<file path="src/rtl/sprite_layer_compositor.sv">
// sprite_layer_compositor: picks the highest-priority opaque layer pixel
// (index 0 wins) or the background colour, through a fixed two-register
// pipeline with blanking carried alongside the pixel.
module sprite_layer_compositor #(
  parameter int               N_LAYERS     = 8,
  parameter int               RGB_W        = 12,
  parameter logic [RGB_W-1:0] KEY_RGB      = 12'hF0F,
  parameter int               BLINK_FRAMES = 16,
  localparam int              SRC_W        = $clog2(N_LAYERS + 1)
) (
  input  logic                      i_pclk,
  input  logic                      i_rst,
  input  logic [N_LAYERS*RGB_W-1:0] i_layer_rgb,
  input  logic [N_LAYERS-1:0]       i_layer_hit,
  input  logic [N_LAYERS-1:0]       i_blink_sel,
  input  logic [RGB_W-1:0]          i_bg_rgb,
  input  logic                      i_blank,
  input  logic                      i_vsync,
  input  logic                      i_mask_we,
  input  logic [N_LAYERS-1:0]       i_mask_data,
  output logic [RGB_W-1:0]          o_rgb,
  output logic [SRC_W-1:0]          o_src,
  output logic                      o_blank
);

  localparam int CNT_W = (BLINK_FRAMES > 1) ? $clog2(BLINK_FRAMES) : 1;
  localparam logic [CNT_W-1:0] CNT_LAST = CNT_W'(BLINK_FRAMES - 1);
  localparam logic [SRC_W-1:0] SRC_NONE = SRC_W'(N_LAYERS);

  // Layer enable mask and blink state
  logic [N_LAYERS-1:0] mask_q, mask_d;
  logic                vs_q, vs_d;
  logic [CNT_W-1:0]    frame_cnt_q, frame_cnt_d;
  logic                blink_off_q, blink_off_d;

  // Stage 1: per-layer opacity plus the raw colours and blanking
  logic [N_LAYERS-1:0]       s1_opaque_q, s1_opaque_d;
  logic [N_LAYERS*RGB_W-1:0] s1_rgb_q, s1_rgb_d;
  logic [RGB_W-1:0]          s1_bg_q, s1_bg_d;
  logic                      s1_blank_q, s1_blank_d;

  // Stage 2: composited output
  logic [RGB_W-1:0] rgb_q, rgb_d;
  logic [SRC_W-1:0] src_q, src_d;
  logic             blank_q, blank_d;

  logic             tick;
  logic             any_opaque;
  logic [SRC_W-1:0] win_idx;
  logic [RGB_W-1:0] win_rgb;

  // Mask load and frame-tick driven blink counter; the two are independent
  always_comb begin
    mask_d      = mask_q;
    vs_d        = i_vsync;
    frame_cnt_d = frame_cnt_q;
    blink_off_d = blink_off_q;
    tick        = i_vsync & ~vs_q;
    if (i_mask_we) begin
      mask_d = i_mask_data;
    end
    if (tick) begin
      if (frame_cnt_q == CNT_LAST) begin
        frame_cnt_d = '0;
        blink_off_d = ~blink_off_q;
      end else begin
        frame_cnt_d = frame_cnt_q + 1'b1;
      end
    end
  end

  // Stage 1: decide which layers are opaque using the mask already in place
  always_comb begin
    s1_opaque_d = '0;
    s1_rgb_d    = i_layer_rgb;
    s1_bg_d     = i_bg_rgb;
    s1_blank_d  = i_blank;
    for (int k = 0; k < N_LAYERS; k++) begin
      s1_opaque_d[k] = i_layer_hit[k] & mask_q[k]
                     & (i_layer_rgb[k*RGB_W +: RGB_W] != KEY_RGB)
                     & ~(i_blink_sel[k] & blink_off_q);
    end
  end

  // Stage 2: lowest opaque index wins; scanning downwards leaves it last
  always_comb begin
    any_opaque = 1'b0;
    win_idx    = SRC_NONE;
    win_rgb    = '0;
    for (int k = N_LAYERS - 1; k >= 0; k--) begin
      if (s1_opaque_q[k]) begin
        any_opaque = 1'b1;
        win_idx    = SRC_W'(k);
        win_rgb    = s1_rgb_q[k*RGB_W +: RGB_W];
      end
    end
    blank_d = s1_blank_q;
    if (s1_blank_q) begin
      rgb_d = '0;
      src_d = SRC_NONE;
    end else if (any_opaque) begin
      rgb_d = win_rgb;
      src_d = win_idx;
    end else begin
      rgb_d = s1_bg_q;
      src_d = SRC_NONE;
    end
  end

  // All state registers with synchronous reset
  always_ff @(posedge i_pclk) begin
    if (i_rst) begin
      mask_q      <= '1;
      vs_q        <= 1'b0;
      frame_cnt_q <= '0;
      blink_off_q <= 1'b0;
      s1_opaque_q <= '0;
      s1_rgb_q    <= '0;
      s1_bg_q     <= '0;
      s1_blank_q  <= 1'b1;
      rgb_q       <= '0;
      src_q       <= SRC_NONE;
      blank_q     <= 1'b1;
    end else begin
      mask_q      <= mask_d;
      vs_q        <= vs_d;
      frame_cnt_q <= frame_cnt_d;
      blink_off_q <= blink_off_d;
      s1_opaque_q <= s1_opaque_d;
      s1_rgb_q    <= s1_rgb_d;
      s1_bg_q     <= s1_bg_d;
      s1_blank_q  <= s1_blank_d;
      rgb_q       <= rgb_d;
      src_q       <= src_d;
      blank_q     <= blank_d;
    end
  end

  assign o_rgb   = rgb_q;
  assign o_src   = src_q;
  assign o_blank = blank_q;

endmodule

</file>
<file path="config.mk">
export PLATFORM = sky130hd
export DESIGN_NAME = sprite_layer_compositor
export DESIGN_NICKNAME = d
export VERILOG_FILES = /design/src/rtl/sprite_layer_compositor.sv
export SDC_FILE = /design/constraint.sdc
export NUM_CORES = 1
export LEC_CHECK = 0
export ABC_CLOCK_PERIOD_IN_PS = 2350
export BUFFER_PORTS_ARGS = -buffer_cell sky130_fd_sc_hd__buf_2
export CAP_MARGIN = 20
export CORE_ASPECT_RATIO = 2
export CORE_MARGIN = 5
export CORE_UTILIZATION = 55
export CTS_CLUSTER_SIZE = 30
export DETAILED_ROUTE_END_ITERATION = 8
export PLACE_DENSITY = 0.84
export SLEW_MARGIN = 20
export SYNTH_ARGS = -nofsm -noshare
export SYNTH_HDL_FRONTEND = slang
export SYNTH_SLANG_ARGS = --single-unit
</file>
<file path="constraint.sdc">
create_clock -name i_pclk -period 2.35 [get_ports i_pclk]
set_clock_uncertainty 0.15 [all_clocks]
set_input_delay 0.3525 -clock i_pclk [delete_from_list [all_inputs] [get_ports i_pclk]]
set_output_delay 0.3525 -clock i_pclk [all_outputs]
set_load 0.02 [all_outputs]
</file>
==> metrics.yaml <==
status:
  status: "finished, final reports clean"
finish:
  drive_gt1_share_pct: 27.25
  finish.net_count: 849
  stdcell_count: 855
  area_delta_synth_final_pct: 29.26
  fin_util_pct: 72.34
  antennaDiodeCount: 0
detailed_routing:
  dr.pass1.iters: 5
  drt-initial-drc-count: 290
  routed_wl_um: 16380
  ant_nets: 0
  wl_per_cell_um: 19.16
  route.detailed.drc: 0
  viasPerCell: 5.458
  dr_total_vias: 4667
yosys:
  synth_top_family_by_area: "simple AND/OR/NAND/NOR gates"
  synth_cells: 550
  synth_nets: 688
  syn_avg_cell_area_um2: 9.935
  synth-simple-area-share_pct: 26.10
  synthMuxAreaShare_pct: 0
  ys_seq_area_share_pct: 54.22
  yosys_warnings: 0
  synth_xor_area_share_pct: 0.3206
  synth-seq-cells: 148
  synth_fa_ha_area_share_pct: 0.2290
  synth.distinct_cells: 39
  synth_compound_gate_area_share_pct: 14.27
  netlist_area_mm2: 0.005464
pwr:
  p_sw_share_pct: 22.89
  ir_drop_mv: 0.7153
  clkPwrFrac_pct: 46.0
  comb_power_share_pct: 9.3
  power_leakage_nw: 2.950
  p_per_area_mw_per_mm2: 859.6
  seqPwrFrac_pct: 44.7
  switching_power_w: 0.001390
  internal_power_w: 0.004682
global_routing:
  grt_pass1_vias: 4921
  grt-ovfl-total: 0
  grt_start_max_net_pins: 49
  grt_first_pass_wirelength_um: 24990
  grt_use_total_pct: 27.80
  antenna_found_initial: 0
worst_setup_path:
  path_max_fanout: 19
  critPathSlowestCell: "dfxtp_1"
  required_ps: 2540
  critPathBufInv: 0
  endpoint_kind: "register"
  critPathLaunchType: "register"
  critPathTopFamily: "compound AO/OA/AOI/OAI gates"
  critical-path-max-stage-delay_ps: 510
  worstSetupPathType: "reg2reg"
  cp.arrival_ps: 2080
  crit_path_cell_trace: "nor2_1 > a21boi_2 > o221ai_1 > a21oi_1"
cts:
  cts.path.max_buffers: 2
  clkSlewWorstSetupHoldPaths_ps: 60
  numCtsBuffers: 17
  cts_sinks: 148
  cts_hold_buffers: 13
  cts_resized: 0
  clkLatencyLatePin_ps: 410
  cts_setup_buffers: 0
  cts_tree: "done"
  cts-root-buf: "clkbuf_16"
  htreeDepth: 4
timing:
  slew_headroom_pct: 48.32
  drv_slew: 0
  max_freq_mhz: 528.2
  setup_viol: 0
  whs_ps: 4.673
  rsz0062_at_grt: "no"
  worstMarginPinSlew_ps: 755.7
  post-route-period-util_pct: 80.56
  setup_tns_ps: 0
  hold_viol_final: 0
  fin_crit_ps: 1893
floorplanning:
  start_util_pct: 55.97
  dieWidth_um: 80.48
  dieArea_mm2: 0.01215
  io_pins: 154
  fp.dieH_um: 151.0
  fp-row-count: 51
  core_area_mm2: 0.009763
worst_hold_path:
  hp-class: "in2reg"
job:
  max-cap-violations: 0
place:
  io_buffer_count: 153
  hpwl_um: 12290
  gp_congestion: 0.8996
  place_inst: 811
path summary, 6_finish.rpt:
path                   from    endpoint  slack (ps)  cells past startpoint
min reg2reg    s1_rgb_q[31]    o_rgb[7]         320                      2
min             i_bg_rgb[6]  s1_bg_q[6]           5                      2
max reg2reg  s1_opaque_q[0]    o_rgb[6]         460                      4
max          s1_opaque_q[0]    o_rgb[6]         460                      4
cell usage after synthesis:
cell | count | area share, %
inv_1 | 30 | 2.1
o211ai_1 | 4 | 0.55
o21a_1 | 9 | 1.2
nand3_1 | 9 | 0.82
nand3b_1 | 4 | 0.55
buf_1 | 2 | 0.14
nor4_4 | 1 | 0.39
buf_4 | 1 | 0.14
dfxtp_1 | 148 | 54
clkbuf_1 | 19 | 1.3
a221oi_1 | 12 | 1.9
nand4_1 | 1 | 0.11
nor3_2 | 1 | 0.18
nor2b_1 | 121 | 14
or2_2 | 1 | 0.11
nand2_1 | 31 | 2.1
buf_2 | 11 | 1.0
o21bai_1 | 1 | 0.14
a21boi_2 | 1 | 0.21
nand4b_1 | 20 | 3.2
and2_1 | 4 | 0.46
a211o_1 | 8 | 1.3
nand4bb_1 | 8 | 1.6
a22o_1 | 4 | 0.64
a21oi_1 | 18 | 1.6
a221o_1 | 8 | 1.5
buf_6 | 1 | 0.21
o21ai_0 | 10 | 0.92
a31oi_1 | 8 | 0.92
nor2_1 | 11 | 0.76
xor2_1 | 2 | 0.32
nand2b_1 | 9 | 1.0
or3_1 | 1 | 0.11
a2111oi_0 | 9 | 1.4
a311oi_1 | 1 | 0.16
a22oi_1 | 8 | 1.1
o221ai_1 | 4 | 0.64
ha_1 | 1 | 0.23
nor3_1 | 8 | 0.73
power groups by stage:
stage / Sequential (W) / Clock, W / Combinational [W]
6_report: 0.00271 / 0.00279 / 0.000565
3_5_place_dp: 0.00276 / 0 / 0.000534
3_3_place_gp: 0.00276 / 0 / 0.000520
2_1_floorplan: 0.00274 / 0 / 0.000307
5_1_grt: 0.00272 / 0.00292 / 0.000617
4_1_cts: 0.00271 / 0.00280 / 0.000560
layout by cell type, fill, tap and decap left out, types with 10 or more instances in the layout:
master           n
a221oi_1        12
dfxtp_1        148
a21oi_1         18
nand4b_1        20
o21ai_0         10
nand2_1         31
nor2b_1        121
dlygate4sd3_1   13
buf_2          152
inv_1           30
nor2_1          11
clkbuf_16       17
buf_4           11
logic make-up (layout without fill, tap and decap cells):
logic type,Yosys count,count (layout)
buffers and inverters,64,237
xor gates and xnor gates,2,2
AOI/OAI and AO/OA,105,105
and+or+nand+nor,230,230
DFF,148,148
adders and majority gates,1,1
registers in the layout, indices dropped and copies added (netlist names):
register and cells:
s1_rgb_q 96, s1_opaque_q 8, o_rgb 12, frame_cnt_q 4, vs_q 1, mask_q 8
blink_off_q 1, s1_bg_q 12, blank_d 1, o_blank 1, o_src 4
worst register-to-register path, delay by kind of cell, from the launching register on:
kind               cells  cell delay (ps)
and+or+nand+nor        1              260
AOI/OAI and AO/OA      3              900
DFF                    1              510
metrics by stage:
step           instance area (um2)  total power [W]  setup WS (ps)
6_report                      7063         0.006071          456.9
5_1_grt                       7063         0.006261          312.1
4_1_cts                       7063         0.006070          483.8
3_5_place_dp                  6320         0.003296          523.5
3_3_place_gp                  6320         0.003279          592.4
2_1_floorplan                 5464         0.003048          892.2
area by class of cell:
class,count,area [um2]
clock buffer,18,429.2
clock inverter,13,183.9
fill,732,2700
tap,132,165.2
multi-input combinational,338,2236
timing repair buffer,176,973.4
inverter,30,112.6
sequential,148,2963
routing by layer:
metal	up-vias	global-route usage [%]	wire length [um]
li1	2216	-	-
met1	2224	27.32	5585
met2	178	52.82	9280
met3	49	5.595	776
met4	0	14.64	737
met5	-	0	0
Power figures use the tool's default switching activity.
